--- config.mk ---
export PLATFORM = sky130hd
export DESIGN_NAME = demux_1x2_8bit_buf
export DESIGN_NICKNAME = d
export VERILOG_FILES = /design/src/rtl/demux_1x2_8bit_buf_pkg.sv /design/src/rtl/demux_fifo.sv /design/src/rtl/demux_1x2_8bit_buf.sv
export SDC_FILE = /design/constraint.sdc
export NUM_CORES = 1
export LEC_CHECK = 0
export ABC_AREA = 1
export CAP_MARGIN = 5
export CORE_MARGIN = 2
export CORE_UTILIZATION = 47
export DETAILED_ROUTE_END_ITERATION = 12
export GPL_TIMING_DRIVEN = 0
export PLACE_DENSITY = 0.72
export SLEW_MARGIN = 25
export SYNTH_ARGS = -nofsm -noshare
export SYNTH_HDL_FRONTEND = slang
export SYNTH_HIERARCHICAL = 1
export SYNTH_SLANG_ARGS = --single-unit
--- constraint.sdc ---
create_clock -name clk -period 5.08 [get_ports clk]
set_input_delay 0.762 -clock clk [delete_from_list [all_inputs] [get_ports clk]]
set_output_delay 0.762 -clock clk [all_outputs]
set_load 0.02 [all_outputs]
--- src/rtl/demux_1x2_8bit_buf_pkg.sv ---
// Shared defaults and destination-select encodings for the 1:2 buffered byte demultiplexer.
package demux_1x2_8bit_buf_pkg;

  localparam int DATA_W_DEF = 8;
  localparam int DEPTH_DEF  = 2;
  localparam int CNT_W_DEF  = 16;

  localparam logic SEL_OUT0 = 1'b0;
  localparam logic SEL_OUT1 = 1'b1;

  typedef enum logic {
    DST_OUT0 = SEL_OUT0,
    DST_OUT1 = SEL_OUT1
  } dst_e;

  function automatic logic sel_hits(input logic sel, input dst_e dst);
    return sel == logic'(dst);
  endfunction

endpackage

--- src/rtl/demux_fifo.sv ---
// Small synchronous FIFO with registered full/empty; one instance per demux output.
module demux_fifo #(
  parameter int DATA_W = 8,
  parameter int DEPTH  = 2
) (
  input  logic              clk,
  input  logic              rst_n,
  input  logic              push_i,
  input  logic              pop_i,
  input  logic [DATA_W-1:0] data_i,
  output logic [DATA_W-1:0] data_o,
  output logic              empty_o,
  output logic              full_o
);

  localparam int PTR_W = (DEPTH > 1) ? $clog2(DEPTH) : 1;
  localparam logic [PTR_W-1:0] PTR_ONE  = PTR_W'(1);
  localparam logic [PTR_W:0]   OCC_FULL = (PTR_W + 1)'(DEPTH);

  logic [DATA_W-1:0] mem_q [DEPTH];
  logic [PTR_W-1:0]  wr_ptr_q, wr_ptr_d;
  logic [PTR_W-1:0]  rd_ptr_q, rd_ptr_d;
  logic [PTR_W:0]    count_q, count_d;
  logic              wr_en, rd_en;

  assign empty_o = (count_q == '0);
  assign full_o  = (count_q == OCC_FULL);
  assign data_o  = mem_q[rd_ptr_q];

  // Guarded locally so a misbehaving parent can never overrun or underrun the storage.
  assign wr_en = push_i && !full_o;
  assign rd_en = pop_i && !empty_o;

  // NOTE: every always_comb output gets a default first so no path can infer a latch.
  always_comb begin
    wr_ptr_d = wr_ptr_q;
    rd_ptr_d = rd_ptr_q;
    count_d  = count_q;
    if (wr_en) wr_ptr_d = wr_ptr_q + PTR_ONE;
    if (rd_en) rd_ptr_d = rd_ptr_q + PTR_ONE;
    count_d = count_q + (PTR_W + 1)'(wr_en) - (PTR_W + 1)'(rd_en);
  end

  // NOTE: state registers use non-blocking assignments so all flops update together at the edge.
  always_ff @(posedge clk) begin
    if (!rst_n) begin
      wr_ptr_q <= '0;
      rd_ptr_q <= '0;
      count_q  <= '0;
    end else begin
      wr_ptr_q <= wr_ptr_d;
      rd_ptr_q <= rd_ptr_d;
      count_q  <= count_d;
    end
  end

  // NOTE: storage is cleared on reset so an empty output presents zero rather than stale data;
  // this is deliberate and keeps the array in flops rather than a RAM macro.
  always_ff @(posedge clk) begin
    if (!rst_n) begin
      for (int i = 0; i < DEPTH; i++) mem_q[i] <= '0;
    end else if (wr_en) begin
      mem_q[wr_ptr_q] <= data_i;
    end
  end

endmodule

--- src/rtl/demux_1x2_8bit_buf.sv ---
// 1:2 byte demultiplexer: one valid/ready source steered per beat into two independently
// stalling FIFO-buffered sinks, with per-output delivered-beat counters.
module demux_1x2_8bit_buf
  import demux_1x2_8bit_buf_pkg::*;
#(
  parameter int DATA_W = DATA_W_DEF,
  parameter int DEPTH  = DEPTH_DEF,
  parameter int CNT_W  = CNT_W_DEF
) (
  input  logic              clk,
  input  logic              rst_n,
  input  logic [DATA_W-1:0] in_data,
  input  logic              in_sel,
  input  logic              in_valid,
  output logic              in_ready,
  output logic [DATA_W-1:0] out0_data,
  output logic              out0_valid,
  input  logic              out0_ready,
  output logic [DATA_W-1:0] out1_data,
  output logic              out1_valid,
  input  logic              out1_ready,
  output logic              full0,
  output logic              full1,
  output logic [CNT_W-1:0]  cnt0,
  output logic [CNT_W-1:0]  cnt1
);

  logic             push0, push1;
  logic             pop0, pop1;
  logic             empty0, empty1;
  logic [CNT_W-1:0] cnt0_q, cnt0_d;
  logic [CNT_W-1:0] cnt1_q, cnt1_d;

  // Ready looks only at the registered full flag of the selected side: no sink-to-source comb path.
  assign in_ready = sel_hits(in_sel, DST_OUT1) ? !full1 : !full0;

  // in_valid gates first so an undefined in_sel on an idle cycle cannot reach any state.
  assign push0 = in_valid && in_ready && sel_hits(in_sel, DST_OUT0);
  assign push1 = in_valid && in_ready && sel_hits(in_sel, DST_OUT1);

  assign out0_valid = !empty0;
  assign out1_valid = !empty1;
  assign pop0       = out0_valid && out0_ready;
  assign pop1       = out1_valid && out1_ready;

  demux_fifo #(
    .DATA_W (DATA_W),
    .DEPTH  (DEPTH)
  ) u_fifo0 (
    .clk     (clk),
    .rst_n   (rst_n),
    .push_i  (push0),
    .pop_i   (pop0),
    .data_i  (in_data),
    .data_o  (out0_data),
    .empty_o (empty0),
    .full_o  (full0)
  );

  demux_fifo #(
    .DATA_W (DATA_W),
    .DEPTH  (DEPTH)
  ) u_fifo1 (
    .clk     (clk),
    .rst_n   (rst_n),
    .push_i  (push1),
    .pop_i   (pop1),
    .data_i  (in_data),
    .data_o  (out1_data),
    .empty_o (empty1),
    .full_o  (full1)
  );

  // Counters wrap silently at 2^CNT_W.
  always_comb begin
    cnt0_d = cnt0_q + CNT_W'(pop0);
    cnt1_d = cnt1_q + CNT_W'(pop1);
  end

  always_ff @(posedge clk) begin
    if (!rst_n) begin
      cnt0_q <= '0;
      cnt1_q <= '0;
    end else begin
      cnt0_q <= cnt0_d;
      cnt1_q <= cnt1_d;
    end
  end

  assign cnt0 = cnt0_q;
  assign cnt1 = cnt1_q;

endmodule

==> reports/qor.log <==
[route] detailed-route vias per instance 4.77
[power] Pwr Density 298 nW/um^2
[route] Pre-antenna DRT Iters 4
[clocking] hold-fix buffer count after cts 0
[logic_synthesis] number of distinct library cell variants in the gate-level netlist after synthesis 32
[route] detailed-route wire length 7460 um
[floorplanning] initial standard-cell utilization of the core 49.0%
[timing] count of final max-slew check failures 0
[grt] first-pass GRT wire length 12900 um
[timing] final hold viol count 0
[worst_setup_path] CP Cell Sequence clkdlybuf4s50_1 > mux2i_1 > clkdlybuf4s50_1
[grt] global-route track usage on met2 32.5%
[clocking] maximum buffer depth of the clock tree 2
[floorplanning] Site Rows 31
[place] DP Worst Slack 1.89 ns
[route] post-DR wirelength/cell 12.2 um
[power] maximum vdd ir drop 0.000168 V
[timing] Slew HR 55.0%
[clocking] Root Driver sky130_fd_sc_hd__clkbuf_8
[timing] minimum period implied by the final worst setup slack 2.97 ns
[grt] initial antenna violation count 0
[power] Design Power 1.37 mW
[floorplanning] number of top-level pins 67
[grt] maximum number of pins on one net before global-route repair 13
[floorplanning] die area 8360 um^2
[route] number of routed nets with antenna violations 0
[logic_synthesis] post-synthesis net count 455
[clocking] CTS sink count 74
[floorplanning] Chip Height 91.4 um
[worst_setup_path] number of cells on the worst reg-to-reg path 13
[worst_hold_path] min-delay src u_fifo0/rd_ptr_q
[worst_setup_path] cell with the largest stage delay on the worst path sky130_fd_sc_hd__clkdlybuf4s50_1
[run_status] run status complete, no violations
[grt] met3 layer usage reported by global route 3.57%
[logic_synthesis] Synth Instances 431
[logic_synthesis] area of the mapped netlist 3590 um^2
[clocking] Post-CTS Setup Bufs 0
[layout] antenna diode instance count 0
[worst_setup_path] type of element launching the critical path primary input
[place] post-placement cell count 596
[power] total leakage power 1.92 nW
[worst_hold_path] Hold WC Path Type register to register
[timing] RSZ-0062 raised after global routing no
[worst_setup_path] number of buffer and inverter instances along the worst setup path 2
[worst_setup_path] reg-to-reg endpoint u_fifo1/count_q[1]
[place] number of buffers inserted by port buffering 66
[worst_setup_path] cell family contributing the most delay on the critical path buffers and inverters
[flow_run] max-capacitance violation count 0
[logic_synthesis] cell type contributing the most total cell area after synthesis sky130_fd_sc_hd__edfxtp_1
[worst_setup_path] Setup Crit Path Kind primary input to output port
[worst_setup_path] reg-to-reg setup timing slack 2.52 ns
[clocking] Clk Latency, worst-skew pair 0.34 ns
[timing] clk_skew 0.00816 ns
[worst_setup_path] most numerous cell on the critical path sky130_fd_sc_hd__clkdlybuf4s50_1
[timing] # setup viols final 0
[logic_synthesis] proportion of synthesized chip area in sequential cells 50.2%
[timing] share of the cycle needed by the critical path after routing 58.5%
[clocking] clock buffer count from CTS 9
[timing] least setup slack across all paths after layout 2.11 ns
[route] number of design-rule violations left by the first detailed-router iteration 124
[clocking] total of cells resized after clock tree synthesis 0
[route] overall via count from detail_route 2917
[grt] met1 GRT Util 23.9%
[logic_synthesis] largest cells by area after synthesis sky130_fd_sc_hd__edfxtp_1 27%, sky130_fd_sc_hd__dfxtp_1 23%, sky130_fd_sc_hd__nor2_1 9.9%
[logic_synthesis] count of state elements after synthesis 74
[place] Cell Area, Placed 4380 um^2
[logic_synthesis] Yosys top cell area share 26.8%
[logic_synthesis] post-synthesis average cell area 8.33 um^2
[grt] sum of overflow across all layers after global routing 0
[clocking] clock tree from TritonCTS done
[place] hpwl dp 5550 um
[logic_synthesis] YS warnings 6
[clocking] depth of the CTS H-tree 3
[place] placer congestion estimate 0.819
[layout] cell area after layout 4610 um^2
[timing] actual slew at the worst max-slew pin 0.673 ns
[floorplanning] area inside the core boundary 7330 um^2
[grt] via count of the first global-routing pass 2916
[worst_setup_path] critical path peak fanout 3
[worst_setup_path] endpoint arrival time on the critical path 2.21 ns
[grt] layer with the highest usage after global routing met2
[layout] total number of nets in the final design 532
[timing] highest achievable clock rate 0.337 GHz
[grt] GRT Resource Usage Total 19.1%
[route] number of DRC violations after detailed routing 0
[worst_setup_path] maximum single-stage delay on the critical path 0.64 ns
[worst_setup_path] Required @ worst endpoint 4.32 ns
[layout] Layout fillers 637
[layout] share of layout cells above drive strength 1 9.75%
[worst_setup_path] Critical Path Sink Type output port
[layout] synth-to-layout area growth 28.3%
[timing] Setup TNS 0 ns
[layout] post-route insts no fill 612
[worst_hold_path] Worst Hold Depth 2
[clocking] clock-pin transition on the worst setup and hold timing paths 0.07 ns
[worst_setup_path] Reg-to-Reg Start u_fifo1/count_q[0]
[floorplanning] width of the die 91.4 um
-- state kept, by name, summed over array words and instances, names as in the netlist, named ones only --
register          count
cnt0                 16
cnt1                 16
u_fifo0/count_q       2
u_fifo0/mem_q        16
u_fifo0/rd_ptr_q      1
u_fifo0/wr_ptr_q      1
u_fifo1/count_q       2
u_fifo1/mem_q        16
u_fifo1/rd_ptr_q      1
u_fifo1/wr_ptr_q      1
-- cell usage after synthesis, drive strengths merged --
cell    instances
a211oi          1
a21boi          2
a21oi          13
a31oi           1
buf             5
clkbuf          1
clkinv          1
dfxtp          42
edfxtp         32
ha             10
inv            71
mux2           16
mux2i           1
nand2          84
nand3          17
nand3b          1
nand4          10
nor2          103
nor2b           1
nor3            1
nor3b           1
o21a            2
o21ai           8
o21bai          3
or2             1
xnor2           1
xor2            2
-- worst max-delay path by stage --
| stage | from | slack, ns | cells after the start | to |
|---|---|---|---|---|
| 6_report | in_sel | 2.11 | 3 | in_ready |
| 5_1_grt | in_sel | 1.97 | 12 | u_fifo1/count_q[1] |
| 4_1_cts | in_sel | 2.09 | 3 | in_ready |
| 3_5_place_dp | in_sel | 1.89 | 11 | u_fifo1/count_q[1] |
| 3_3_place_gp | in_sel | 1.94 | 11 | u_fifo1/count_q[1] |
| 2_1_floorplan | in_valid | 2.60 | 11 | u_fifo1/count_q[1] |
-- layout make-up --
cell class	count	area (um^2)	area share, %
Tap cell	99	124	2.69
Buffer	6	28.8	0.624
Sequential cell	74	1800	39.1
Clock buffer	10	128	2.77
Clock inverter	6	105	2.28
Inverter	72	270	5.86
Timing Repair Buffer	66	661	14.3
Multi-Input combinational cell	279	1490	32.3
-- cells in the final DEF (no fill, tap or decap), drive strengths merged --
cell | Yosys | layout
a21boi | 2 | 2
mux2 | 16 | 16
edfxtp | 32 | 32
nand4 | 10 | 10
nor2 | 103 | 103
clkdlybuf4s50 | 0 | 66
ha | 10 | 10
inv | 71 | 71
nand3 | 17 | 17
buf | 5 | 5
dfxtp | 42 | 42
bufinv | 0 | 3
mux2i | 1 | 1
nand2 | 84 | 84
xor2 | 2 | 2
a31oi | 1 | 1
clkinv | 1 | 3
a211oi | 1 | 1
nor3 | 1 | 1
a21oi | 13 | 13
clkbuf | 1 | 11
o21a | 2 | 2
xnor2 | 1 | 1
o21ai | 8 | 8
clkinvlp | 0 | 1
or2 | 1 | 1
nand3b | 1 | 1
nor3b | 1 | 1
o21bai | 3 | 3
nor2b | 1 | 1
-- power breakdown --
| group | switching, mW | leakage (nW) | total (mW) | internal, mW |
|---|---|---|---|---|
| registers | 0.0142 | 0.672 | 0.661 | 0.647 |
| clock network | 0.209 | 0.112 | 0.532 | 0.323 |
| logic | 0.102 | 1.14 | 0.181 | 0.0793 |
-- worst register-to-register path, stage by stage, from the launching register on --
cell                       delay [ns]
sky130_fd_sc_hd__dfxtp_1         0.37
sky130_fd_sc_hd__inv_1           0.09
sky130_fd_sc_hd__nand2_2         0.12
sky130_fd_sc_hd__inv_1           0.10
sky130_fd_sc_hd__nor3b_1         0.58
sky130_fd_sc_hd__a21boi_0        0.30
sky130_fd_sc_hd__inv_1           0.08
sky130_fd_sc_hd__ha_1            0.27
sky130_fd_sc_hd__inv_1           0.04
sky130_fd_sc_hd__ha_1            0.19
sky130_fd_sc_hd__inv_1           0.05
sky130_fd_sc_hd__nand2_1         0.06
sky130_fd_sc_hd__a21oi_1         0.14
sky130_fd_sc_hd__nor2_1          0.06
-- metrics by stage --
step	hold slack [ns]	util, %
2_1_floorplan	0.467	-
3_3_place_gp	0.480	59.7
3_5_place_dp	0.489	59.7
4_1_cts	0.506	62.9
5_1_grt	0.554	62.9
6_report	0.499	62.9
-- kinds of logic (layout without fill, tap and decap cells) --
group / count (synthesis) / in the layout / synth area share (%)
AND/OR/NAND/NOR: 219 / 219 / 27.2
buffers and inverters: 78 / 160 / 8.33
flip-flops: 74 / 74 / 50.2
AO/OA/AOI/OAI: 30 / 30 / 4.77
multiplexers: 17 / 17 / 5.30
adder cells (fa/ha/maj): 10 / 10 / 3.48
XOR/XNOR: 3 / 3 / 0.732
-- metal layers --
metal  part of all wire [%]  routed length (um)  vias to the layer above
li1                       -                   -                     1510
met1                     45                3370                     1321
met2                     49                3630                       74
met3                    4.1                 307                       12
met4                    2.0                 150                        0
met5                      0                   0                        -
Note: power is estimated with default switching activity, not from simulation.
